### src/rtl/trdb_pkg.sv
// Shared trace-debug types: packet formats, scheduler states and the queued request record.
package trdb_pkg;
  localparam int unsigned XLEN   = 32;
  localparam int unsigned KEEP_W = $clog2(XLEN) + 1;

  typedef enum logic [1:0] {
    F_BRANCH_FULL = 2'h0,
    F_BRANCH_DIFF = 2'h1,
    F_ADDR_ONLY   = 2'h2,
    F_SYNC        = 2'h3
  } trdb_format_t;

  typedef enum logic [1:0] {
    SF_START     = 2'h0,
    SF_EXCEPTION = 2'h1,
    SF_CONTEXT   = 2'h2,
    SF_RESERVED  = 2'h3
  } trdb_subformat_t;

  typedef enum logic [1:0] {
    S_IDLE  = 2'h0,
    S_RUN   = 2'h1,
    S_DRAIN = 2'h2
  } trdb_sched_state_e;

  typedef struct packed {
    trdb_format_t    format;
    trdb_subformat_t subformat;
    logic [KEEP_W-1:0] keep_bits;
    logic [XLEN-1:0]   addr;
  } trdb_pkt_req_t;
endpackage

### src/rtl/trdb_fifo.sv
// Generic register FIFO; head entry is presented straight from the storage flops.
module trdb_fifo #(
  parameter int unsigned DEPTH = 4,
  parameter type T = logic [7:0]
) (
  input  logic clk_i,
  input  logic rst_i,
  input  logic push_i,
  input  logic pop_i,
  input  T     data_i,
  output T     data_o,
  output logic full_o,
  output logic empty_o
);
  localparam int unsigned AW = $clog2(DEPTH);

  logic [AW-1:0] wr_ptr_q, wr_ptr_d, rd_ptr_q, rd_ptr_d;
  logic [AW:0]   cnt_q, cnt_d;
  logic          do_push, do_pop;
  T              mem_q [DEPTH];
  T              mem_d [DEPTH];

  assign full_o  = (cnt_q == (AW+1)'(DEPTH));
  assign empty_o = (cnt_q == '0);
  assign do_pop  = pop_i && !empty_o;
  // A full FIFO can still take a push when the head leaves in the same cycle.
  assign do_push = push_i && (!full_o || do_pop);
  assign data_o  = mem_q[rd_ptr_q];

  always_comb begin
    mem_d    = mem_q;
    wr_ptr_d = wr_ptr_q;
    rd_ptr_d = rd_ptr_q;
    cnt_d    = cnt_q + (AW+1)'(do_push) - (AW+1)'(do_pop);
    if (do_push) begin
      mem_d[wr_ptr_q] = data_i;
      wr_ptr_d        = wr_ptr_q + AW'(1);
    end
    if (do_pop) rd_ptr_d = rd_ptr_q + AW'(1);
  end

  always_ff @(posedge clk_i) begin
    if (rst_i) begin
      for (int i = 0; i < DEPTH; i++) mem_q[i] <= '0;
      wr_ptr_q <= '0;
      rd_ptr_q <= '0;
      cnt_q    <= '0;
    end else begin
      mem_q    <= mem_d;
      wr_ptr_q <= wr_ptr_d;
      rd_ptr_q <= rd_ptr_d;
      cnt_q    <= cnt_d;
    end
  end
endmodule

### src/rtl/trdb_packet_sched.sv
// Packet scheduler: queues requests for the emitter, tracks periodic/overflow resync
// and sequences enable/disable with a drain phase.
module trdb_packet_sched
  import trdb_pkg::*;
#(
  parameter int unsigned XLEN     = trdb_pkg::XLEN,
  parameter int unsigned DEPTH    = 4,
  parameter int unsigned RESYNC_W = 16
) (
  input  logic                   clk_i,
  input  logic                   rst_i,
  input  logic                   enable_i,
  input  logic [RESYNC_W-1:0]    resync_max_i,
  input  logic                   req_valid_i,
  input  trdb_format_t           req_format_i,
  input  trdb_subformat_t        req_subformat_i,
  input  logic [$clog2(XLEN):0]  req_keep_bits_i,
  input  logic [XLEN-1:0]        req_addr_i,
  output logic                   out_valid_o,
  input  logic                   out_ready_i,
  output trdb_format_t           out_format_o,
  output trdb_subformat_t        out_subformat_o,
  output logic [$clog2(XLEN):0]  out_keep_bits_o,
  output logic [XLEN-1:0]        out_addr_o,
  output logic                   resync_pending_o,
  output logic                   overflow_o,
  output logic [RESYNC_W-1:0]    drop_cnt_o,
  output logic                   idle_o
);
  trdb_sched_state_e   state_q, state_d;
  logic [RESYNC_W-1:0] cnt_q, cnt_d, drop_cnt_q, drop_cnt_d;
  logic                pending_q, pending_d, overflow_q, overflow_d, reached_q, reached_d;
  logic                fifo_full, fifo_empty, push_req, push, pop, drop, at_max, run_entry;
  trdb_pkt_req_t       req_pkt, head_pkt;

  assign req_pkt  = '{format: req_format_i, subformat: req_subformat_i,
                      keep_bits: req_keep_bits_i, addr: req_addr_i};
  assign push_req = (state_q == S_RUN) && enable_i && req_valid_i;
  assign pop      = !fifo_empty && out_ready_i;
  assign drop     = push_req && fifo_full && !pop;
  assign push     = push_req && !drop;
  assign at_max   = (resync_max_i != '0) && (cnt_q == resync_max_i);

  trdb_fifo #(.DEPTH(DEPTH), .T(trdb_pkt_req_t)) u_fifo (
    .clk_i   (clk_i),
    .rst_i   (rst_i),
    .push_i  (push),
    .pop_i   (pop),
    .data_i  (req_pkt),
    .data_o  (head_pkt),
    .full_o  (fifo_full),
    .empty_o (fifo_empty)
  );

  always_comb begin
    state_d    = state_q;
    cnt_d      = cnt_q;
    drop_cnt_d = drop_cnt_q;
    overflow_d = overflow_q;
    reached_d  = at_max;
    pending_d  = pending_q;
    run_entry  = 1'b0;

    unique case (state_q)
      S_IDLE:  if (enable_i) begin state_d = S_RUN; run_entry = 1'b1; end
      S_RUN:   if (!enable_i) state_d = S_DRAIN;
      S_DRAIN: if (enable_i) state_d = S_RUN;
               else if (fifo_empty) state_d = S_IDLE;
      default: state_d = S_IDLE;
    endcase

    if (pop) begin
      if (head_pkt.format == F_SYNC) cnt_d = '0;
      else if (!at_max)              cnt_d = cnt_q + RESYNC_W'(1);
    end

    if (drop) begin
      overflow_d = 1'b1;
      if (drop_cnt_q != '1) drop_cnt_d = drop_cnt_q + RESYNC_W'(1);
    end

    // Periodic set fires once on reaching the limit, so a queued sync can clear it.
    if (drop || (at_max && !reached_q))            pending_d = 1'b1;
    else if (push && (req_format_i == F_SYNC))     pending_d = 1'b0;

    if (run_entry) begin
      cnt_d      = '0;
      drop_cnt_d = '0;
      overflow_d = 1'b0;
      reached_d  = 1'b0;
    end
    if (state_d == S_IDLE) pending_d = 1'b0;
  end

  always_ff @(posedge clk_i) begin
    if (rst_i) begin
      state_q    <= S_IDLE;
      cnt_q      <= '0;
      drop_cnt_q <= '0;
      overflow_q <= 1'b0;
      reached_q  <= 1'b0;
      pending_q  <= 1'b0;
    end else begin
      state_q    <= state_d;
      cnt_q      <= cnt_d;
      drop_cnt_q <= drop_cnt_d;
      overflow_q <= overflow_d;
      reached_q  <= reached_d;
      pending_q  <= pending_d;
    end
  end

  assign out_valid_o      = !fifo_empty;
  assign out_format_o     = head_pkt.format;
  assign out_subformat_o  = head_pkt.subformat;
  assign out_keep_bits_o  = head_pkt.keep_bits;
  assign out_addr_o       = head_pkt.addr;
  assign resync_pending_o = pending_q;
  assign overflow_o       = overflow_q;
  assign drop_cnt_o       = drop_cnt_q;
  assign idle_o           = (state_q == S_IDLE);
endmodule

### config.mk
export PLATFORM = sky130hd
export DESIGN_NAME = trdb_packet_sched
export DESIGN_NICKNAME = d
export VERILOG_FILES = /design/src/rtl/trdb_pkg.sv /design/src/rtl/trdb_fifo.sv /design/src/rtl/trdb_packet_sched.sv
export SDC_FILE = /design/constraint.sdc
export NUM_CORES = 1
export LEC_CHECK = 0
export CAP_MARGIN = 20
export CORE_MARGIN = 10
export CORE_UTILIZATION = 60
export CTS_CLUSTER_DIAMETER = 80
export DETAILED_ROUTE_END_ITERATION = 16
export PLACE_DENSITY_LB_ADDON = 0.2
export REMOVE_ABC_BUFFERS = 1
export SLEW_MARGIN = 20
export SYNTH_ARGS = -nofsm -noshare
export SYNTH_HDL_FRONTEND = slang
export SYNTH_HIERARCHICAL = 1
export SYNTH_SLANG_ARGS = --single-unit
### constraint.sdc
create_clock -name clk_i -period 8.6 [get_ports clk_i]
set_input_delay 0.86 -clock clk_i [delete_from_list [all_inputs] [get_ports clk_i]]
set_output_delay 0.86 -clock clk_i [all_outputs]
set_load 0.03 [all_outputs]
* Word-level counts from Yosys, hierarchy flattened
Index checks and enable logic that the tools add are counted.
** Operators by class
- Shift operators :: 0
- Bitwise operators :: 2
- Multiply operators :: 0
- Div/mod/pow operators :: 0
- Muxes and demuxes :: 17
- Reductions and logical operators :: 28
- Eq/ne operators :: 8
- Add/sub/neg operators :: 6
- Order comparisons :: 3
** Operators by type and width (number)
- $bwmux W168 :: 1
- $mux W42 :: 3
- $bmux W42 S2 :: 1
- $demux W42 S2 :: 1
- $add A16 B1 Y16 const B :: 2
- $mux W16 :: 2
- $eq A16 B16 Y1 :: 1
- $ne A16 B16 Y1 const B :: 1
- $reduce_bool A16 Y1 :: 1
- $logic_and A1 B1 Y1 :: 12
- $mux W2 :: 4
- $eq A2 B2 Y1 const B :: 3
- $ge A3 B3 Y1 const B :: 2
- $not A2 Y3 :: 2
- $pmux W2 S3 :: 1
- $logic_not A1 Y1 :: 5
- $add A2 B1 Y2 const B :: 2
- $logic_not A2 Y1 :: 2
- $mux W1 :: 4
- $reduce_and A2 Y1 :: 2
- $reduce_or A2 Y1 :: 2
- $add A3 B1 Y3 :: 1
- $eq A3 B3 Y1 const B :: 1
- $logic_not A3 Y1 :: 1
- 6 further kinds :: 7
** Word-level totals
- ROM bits :: 0
- Memory bits (writable) :: 0
- Output and inout port bits :: 62
- Word-level logic and storage cells :: 89
- Input bits :: 63
- Latch bits :: 0
- Register bits after elaboration :: 212
- Memories kept :: 0

* Longest topological paths before layout
Gate-level depths: netlist of run 1.
- Depth after elaboration :: 10
- Depth in mapped cells :: 16
- Mapped depth without buffers :: 14

* Cells and area by module
Netlist of run 1, hierarchy kept.
** By module, submodules not included
- trdb_fifo :: times used 1, area each 8094.0 sq um, seq. area each 3503.4 sq um, cells an instance 690
- trdb_packet_sched :: times used 1, area each 2429.8 sq um, seq. area each 740.7 sq um, cells an instance 301

* Least setup slack after synthesis of run 1
OpenSTA, ideal clock, no wires.
- Kind :: input port to flip-flop
- From :: in out_ready_i
- To :: reg u_fifo.cnt_q[2]
- Arrival time :: 3396 ps
- Slack :: 5126 ps
- Stages :: 15
- Path buffers :: 2
- Setup time :: 78 ps
- Data required time :: 8522 ps
- Cell sequence :: nand2b_1 > buf_2 > clkinv_1 > or4b_1 > buf_6 > and2_2 > inv_1 > ha_1 > inv_1 > ha_1 > inv_1 > fa_1 > xor2_1 > and2_2 > nor3_1
** On the way
- Longest elaborated chain between the ends :: 8
- Elaborated cells on any way between the ends :: 10
- Classes of those cells :: add/sub (2); reduce/logical (8)
** RTL lines
- start, declared :: RTL line trdb_packet_sched.sv:20 : input logic out_ready_i,
- $logic_and A1 B1 Y1 * :: RTL line trdb_packet_sched.sv:39 : assign pop = !fifo_empty && out_ready_i;
- net pop :: RTL line trdb_packet_sched.sv:33 : logic fifo_full, fifo_empty, push_req, push, pop, drop, at_max, run_entry;
- $logic_not A1 Y1 :: RTL line trdb_packet_sched.sv:40 : assign drop = push_req && fifo_full && !pop;
- $logic_and A1 B1 Y1 :: RTL line trdb_packet_sched.sv:40
- $logic_not A1 Y1 :: RTL line trdb_packet_sched.sv:41 : assign push = push_req && !drop;
- $logic_and A1 B1 Y1 :: RTL line trdb_packet_sched.sv:41
- $logic_and A1 B1 Y1 :: RTL line trdb_fifo.sv:27 : assign do_push = push_i && (!full_o || do_pop);
- $add A3 B1 Y3 :: RTL line trdb_fifo.sv:34 : cnt_d = cnt_q + (AW+1)'(do_push) - (AW+1)'(do_pop);
- $sub A3 B1 Y3 * :: RTL line trdb_fifo.sv:34
- end signal, assigned :: RTL line trdb_fifo.sv:52 : cnt_q <= cnt_d;
- end, declared :: RTL line trdb_fifo.sv:18 : logic [AW:0] cnt_q, cnt_d;
The timed path passes the listed nets; every way through them passes the cells marked *.
A chain may end at the register's enable or synchronous reset.

* Worst setup path after layout of run 1
- From :: reg u_fifo.cnt_q[1]
- To :: reg u_fifo.cnt_q[2]
** On the way
- Longest elaborated chain between the ends :: 10
- Elaborated cells on any way between the ends :: 15
- Classes of those cells :: add/sub (2); eq/ne (1); reduce/logical (12)
** RTL lines
- $logic_not A3 Y1 * :: RTL line trdb_fifo.sv:24 : assign empty_o = (cnt_q == '0);
- net fifo_empty :: RTL line trdb_packet_sched.sv:33
- $logic_not A1 Y1 * :: RTL line trdb_packet_sched.sv:39
- $logic_and A1 B1 Y1 * :: RTL line trdb_packet_sched.sv:39
- net pop :: RTL line trdb_packet_sched.sv:33
- $logic_not A1 Y1 :: RTL line trdb_packet_sched.sv:40
- $logic_and A1 B1 Y1 :: RTL line trdb_packet_sched.sv:40
- $logic_not A1 Y1 :: RTL line trdb_packet_sched.sv:41
- $logic_and A1 B1 Y1 :: RTL line trdb_packet_sched.sv:41
- $logic_and A1 B1 Y1 :: RTL line trdb_fifo.sv:27
- $add A3 B1 Y3 :: RTL line trdb_fifo.sv:34
- $sub A3 B1 Y3 * :: RTL line trdb_fifo.sv:34
Marks and branches as above.

==> results by group, run 1 <==
Status
  – Outcome: finished, final reports clean

Final layout
  – Layout Cells excl Fill: 1311
  – Nets: 1142
  – Area of the multi-input gates: 5780 sq um
  – Filler cells: 1273
  – Layout cells sized above 1: 0.0948
  – Register Area: 4250 sq um
  – P&R area growth vs syn: 17.6%
  – Antenna cells: 0

STA
  – Fmax: 0.224 GHz
  – # setup viols final: 0
  – Final Skew: 0.00733 ns
  – Worst Tran Pin Value: 1.05 ns
  – Slew HR: 0.294
  – Final min period: about 4.5 ns
  – Slew Limit Fails: 0
  – RSZ-0062 raised after global routing: false
  – Setup TNS: 0 ns
  – PnR worst setup slack: 4.14 ns
  – Final worst path period share: 0.519
  – Fin. Hold Viols: 0

Floorplan
  – I/O pin count: 125
  – Die Y: 152 um
  – Core Box Area: 17200 sq um
  – DIE AREA: 23200 sq um
  – Starting density of the core: 0.611
  – Chip Width: 152 um
  – # rows: 48

Worst setup path
  – CP startpoint kind: flip-flop
  – Crit path capture type: flip-flop
  – Worst-path fanout max: 19
  – Crit path DAT: 4.88 ns
  – Crit path required time: 9.02 ns
  – Worst setup path category: flip-flop to flip-flop

Clock network
  – Post_cts resized: 0
  – Total CTS buffers: 23
  – Clock latency on the worst-skew pair: 0.50 ns
  – Post-CTS setup buffer count: 0
  – Maximum clock insertion buffer count: 3
  – Clk slew on worst S/H paths: 0.06 ns
  – Htree depth: 1
  – CTS tree: built
  – Hold buffer count at CTS: 0
  – Sink Count: 212
  – Root Buffer: clkbuf_16

Detailed routing
  – Vias: between 7000 and 8000
  – Post-detailed-route wirelength per cell: 17.7 um
  – Final ANT Viol Nets: 0
  – DR iter-0 viols: 564
  – Final WL: around 23000 um
  – 1st-pass router iterations: 5
  – Remaining DRCs: 0
  – Number of vias per cell: between 5 and 6

Yosys
  – Post-Synth XOR/XNOR Area: 0.0258
  – Synth Area in Adders: 0.0114
  – Area leader, netlist: dfxtp_1
  – Synth cell types: 65
  – Number of flops mapped to enable cells by yosys: 0
  – Synth top area share: 0.403
  – Ys Warns: 6
  – Largest family of logic cells by synthesized area: multiplexers
  – Mux cell area share after synthesis: 0.253
  – Mapped cell area: 10500 sq um
  – Seq/Total Area, Yosys: 0.403
  – Simple-Gate Fraction of Synth Area: 0.209
  – Synth top area cells: dfxtp_1 (40%), mux2i_1 (16%), nand2b_1 (13%)
  – Yosys reg bits: 212
  – Post-synthesis compound-gate area fraction: 0.0506
  – Synthesized area per cell: 10.6 sq um
  – Ys flop type: dfxtp_1
  – Cell count after synthesis: 991
  – Synth top cells by count: dfxtp_1 (212), nand2b_1 (212), mux2i_1 (170), mux4_2 (42), clkbuf_1 (34)
  – Ys async rst share: 0

Global route
  – First-pass GRT wire length: 38800 um
  – Vias in the first global route: approximately 7600
  – Overall routing resource usage: 0.192
  – Initial antenna violation count: 0
  – Largest net degree at the start of global routing: 132
  – Overflow after GRT: 0

Placement
  – Port Buffer Count: ~120
  – RePlAce Congestion: 0.834
  – Pre-CTS setup slack: between 3 and 4 ns
  – Placed cells: 1270
  – Final HPWL DP: 14900 um

Pwr
  – Power Density: 167 nW/um^2
  – Leakage power: 5.03 nW
  – Worst vdd ir: 163 uV

Worst hold path
  – Worst hold path class: flip-flop to flip-flop

Job
  – Max Cap Viol: 0
logic make-up after synthesis:
kind of cell,count (synthesis)
AND/OR/NAND/NOR,366
XOR/XNOR,31
buffers and inverters,88
multiplexers,213
AO/OA/AOI/OAI,72
flip-flops,212
adder cells (fa/ha/maj),9
state kept, by name, summed over array words and instances, names as in the netlist:
name	count
u_fifo/cnt_q	3
resync_pending_o	1
cnt_q	16
u_fifo/mem_q	168
reached_q	1
u_fifo/wr_ptr_q	2
drop_cnt_o	16
u_fifo/rd_ptr_q	2
overflow_o	1
state_q	2
where the power goes:
group | internal [mW] | switching (mW) | leakage [nW]
clock | 0.567 | 0.385 | 0.357
sequential | 0.988 | 0.00408 | 1.71
combinational | 0.0658 | 0.0634 | 2.97
layout by cell type, fill, tap and decap left out, types with 6 or more instances in the layout:
cell type        netlist  final
nor2_1                27     27
buf_4                 11      7
nand2b_1             212    212
mux2i_1              170    170
nor4_1                15     15
mux4_2                42     42
and3_1                12     12
clkbuf_1              34      6
o21ai_0               12     12
xor2_1                10     10
a211oi_1               6      6
xnor2_1               21     21
a21oi_1               12     12
nand2_1               24     24
nor3_1                 8      8
o211ai_1               6      6
dfxtp_1              212    210
nand4_1               12     12
nand3_1               24     23
clkbuf_16              0     23
clkdlybuf4s50_1        0    123
inv_1                 11     11
ha_1                   8      8
final timing paths:
kind | depth (start not counted) | slack [ns] | end | startpoint
hold / removal | 2 | 0.45 | overflow_o | overflow_o
hold reg to reg | 2 | 0.45 | overflow_o | overflow_o
setup reg to reg | 14 | 4.14 | u_fifo/cnt_q[2] | u_fifo/cnt_q[1]
setup / recovery | 14 | 4.14 | u_fifo/cnt_q[2] | u_fifo/cnt_q[1]
critical path, stage by stage, from the launching register on:
cell	delay, ns
dfxtp_1	0.38
nor3_1	0.44
nand2b_1	0.70
clkinv_1	0.46
or4b_1	0.75
and2_2	0.29
inv_1	0.05
ha_1	0.21
inv_1	0.05
ha_1	0.14
inv_1	0.05
fa_1	0.37
xor2_1	0.16
and2_2	0.20
nor3_1	0.13
through the flow:
step / utilization / cell area, sq um / power, mW / hold WS (ns)
after global routing: 0.718 / 12400 / 2.14 / 0.471
after CTS: 0.718 / 12400 / 2.09 / 0.450
after floorplan: - / 10100 / 1.08 / 0.445
final: 0.718 / 12400 / 2.07 / 0.450
after detailed placement: 0.675 / 11600 / 1.14 / 0.441
after global placement: 0.675 / 11600 / 1.14 / 0.438
metal layers:
metal	global-route usage	wire [um]
met5	0	0
met3	0.0322	1130
met4	0.0450	412
met2	0.313	11000
met1	0.259	10800
area by class of cell:
class,count,share of cell area
Clock buffer,34,0.0539
Clock inverter,7,0.00556
Inverter,12,0.00364
Multi-Input combinational cell,691,0.467
Sequential cell,212,0.343
Tap cell,225,0.0227
Timing Repair Buffer,130,0.104
Note: power is estimated with default switching activity, not from simulation.
==> run 2, diff against run 1 <==
--- a/config.mk
+++ b/config.mk
@@ -7,7 +7,7 @@
 export LEC_CHECK = 0
 export CAP_MARGIN = 20
 export CORE_MARGIN = 10
-export CORE_UTILIZATION = 60
+export CORE_UTILIZATION = 51
 export CTS_CLUSTER_DIAMETER = 80
 export DETAILED_ROUTE_END_ITERATION = 16
 export PLACE_DENSITY_LB_ADDON = 0.2
==> constraint.sdc (replaced) <==
create_clock -name clk_i -period 4.06 [get_ports clk_i]
set_input_delay 0.406 -clock clk_i [delete_from_list [all_inputs] [get_ports clk_i]]
set_output_delay 0.406 -clock clk_i [all_outputs]
set_load 0.03 [all_outputs]
==> results by group, run 2 (synthesized netlist as in run 1, its figures left out) <==
Detailed routing
  – Post-detailed-route wirelength per cell: roughly 18 um
  – Final WL: 24000 um
  – Remaining DRCs: 0
  – Final ANT Viol Nets: 0
  – Vias: 7461
  – Number of vias per cell: 5.47
  – 1st-pass router iterations: 5
  – DR iter-0 viols: 413

Final layout
  – Largest register FFs: 168
  – Layout cells sized above 1: 0.104
  – Top reg by flops: u_fifo/mem_q
  – P&R area growth vs syn: 19.3%
  – Filler cells: roughly 1700
  – Most frequent cells in the layout: nand2b_1 (212), dfxtp_1 (210), mux2i_1 (170), clkdlybuf4s50_1 (123), mux4_2 (42)
  – Nets: 1151
  – Most common cell after layout, fill and taps aside: nand2b_1
  – Antenna cells: 0

Pwr
  – Power Density: 354 nW/um^2
  – Leakage power: roughly 5 nW
  – Worst vdd ir: 330 uV

Worst setup path
  – Worst r2r src: u_fifo/cnt_q[1]
  – Worst-path fanout max: 9
  – Worst setup path category: flip-flop to flip-flop
  – Crit path capture type: flip-flop
  – Top delay family on crit path: simple AND/OR/NAND/NOR gates
  – Crit path DAT: 3.84 ns
  – Crit Reg-Reg Endpoint: u_fifo/cnt_q[2]
  – End of the critical path: u_fifo/cnt_q[2]
  – CP max-delay cell: or4b_1
  – CP startpoint kind: flip-flop
  – Crit. Startpoint: u_fifo/cnt_q[1]
  – FF-to-FF path depth: 14
  – Crit-path cells: nor3_1, nand2b_1, clkinv_1, or4b_1, and2_2, inv_1, ha_1, inv_1, ha_1, inv_1, fa_1, xor2_1, and2_2, nor3_1
  – Most used cell, CP: inv_1
  – R2R setup slack: roughly 0.65 ns
  – Crit path required time: 4.50 ns
  – Worst path bufs/invs: 4
  – Worst path max stage delay: 0.54 ns
  – Levels on crit path: 14

Global route
  – Vias in the first global route: about 7600
  – First-pass GRT wire length: 39200 um
  – Overflow after GRT: 0
  – Initial antenna violation count: 0
  – Largest net degree at the start of global routing: 201
  – Overall routing resource usage: 0.175

Clock network
  – Maximum clock insertion buffer count: 3
  – Post_cts resized: 0
  – CTS tree: built
  – Hold buffer count at CTS: 0
  – Root Buffer: clkbuf_16
  – Clock latency on the worst-skew pair: ~0.51 ns
  – Post-CTS setup buffer count: 0
  – Htree depth: 1
  – Clk slew on worst S/H paths: 0.06 ns
  – Total CTS buffers: 23
  – Sink Count: between 200 and 250

STA
  – Worst Tran Pin Value: 1.01 ns
  – PnR worst setup slack: 0.652 ns
  – Fin. Hold Viols: 0
  – # setup viols final: 0
  – Final Skew: between 0.01 and 0.015 ns
  – Fmax: 0.293 GHz
  – Final min period: 3.41 ns
  – Slew HR: 0.324
  – RSZ-0062 raised after global routing: false
  – Final worst path period share: 0.839
  – Setup TNS: 0 ns
  – Slew Limit Fails: 0

Worst hold path
  – Worst hold path class: primary input to flip-flop

Floorplan
  – Chip Width: 164 um
  – DIE AREA: 26800 sq um
  – # rows: 52
  – Starting density of the core: 0.518
  – Core Box Area: 20300 sq um
  – I/O pin count: 125
  – Die Y: around 160 um

Placement
  – Final HPWL DP: 15400 um
  – RePlAce Congestion: approximately 0.84
  – Pre-CTS setup slack: ~0.70 ns
  – Port Buffer Count: 124

Job
  – Max Cap Viol: 0

Status
  – Outcome: finished, final reports clean
-- run 2: cell count changes in the layout (fill, tap and decap cells not counted) --
cell,previous run,this run
buf_4,7,13
buf_12,0,3
clkbuf_1,6,4
clkbuf_8,5,7
clkinv_2,3,4
clkinvlp_4,2,1
-- run 2: worst min-delay path by stage --
| stage | startpoint | to | slack, ns | cells after the start |
|---|---|---|---|---|
| after CTS | rst_i | u_fifo/rd_ptr_q[1] | 0.23 | 2 |
| after global placement | overflow_o | overflow_o | 0.44 | 2 |
| after detailed placement | overflow_o | overflow_o | 0.45 | 2 |
| after global routing | rst_i | u_fifo/rd_ptr_q[1] | 0.26 | 2 |
| after floorplan | u_fifo/mem_q[100] | u_fifo/mem_q[100] | 0.44 | 2 |
| final | rst_i | u_fifo/rd_ptr_q[1] | 0.25 | 2 |
-- run 2: area by class of cell --
| type | instances | area [sq um] | share of cell area |
|---|---|---|---|
| multi-input combinational | 691 | 5780 | 0.461 |
| sequential | 212 | 4250 | 0.338 |
| timing repair buffer | 139 | 1390 | 0.111 |
| clock buffer | 34 | 687 | 0.0547 |
| tap | 270 | 338 | 0.0269 |
| clock inverter | 7 | 66.3 | 0.00528 |
| inverter | 12 | 45.0 | 0.00359 |
-- run 2: report_power, final --
part,internal [mW],switching (mW)
clock network,1.23,0.839
registers,2.09,0.00818
logic,0.143,0.135
-- run 2: routing by layer --
metal | up-vias | wire, um | part of all wire | GRT usage
met5 | - | 0 | 0 | 0
met4 | 0 | 434 | 0.018 | 0.0418
met3 | 37 | 1260 | 0.053 | 0.0395
met2 | 166 | 11400 | 0.48 | 0.291
met1 | 3578 | 10900 | 0.45 | 0.226
li1 | 3680 | - | - | -
-- run 2: worst register-to-register path, stage by stage, from the launching register on --
cell and delay (ns):
dfxtp_1 0.38, nor3_1 0.41, nand2b_1 0.19, clkinv_1 0.21
or4b_1 0.54, and2_2 0.23, inv_1 0.06, ha_1 0.22
inv_1 0.07, ha_1 0.14, inv_1 0.05, fa_1 0.37
xor2_1 0.17, and2_2 0.20, nor3_1 0.11
-- run 2: metrics by stage --
stage	hold slack [ns]	area (sq um)	std cells	power, mW	utilization
4_1_cts	0.232	12500	1364	4.50	0.617
5_1_grt	0.258	12600	1365	4.61	0.618
3_3_place_gp	0.438	11800	1323	2.42	0.580
2_1_floorplan	0.445	10100	915	2.28	-
6_report	0.253	12600	1365	4.45	0.618
3_5_place_dp	0.447	11800	1323	2.43	0.580
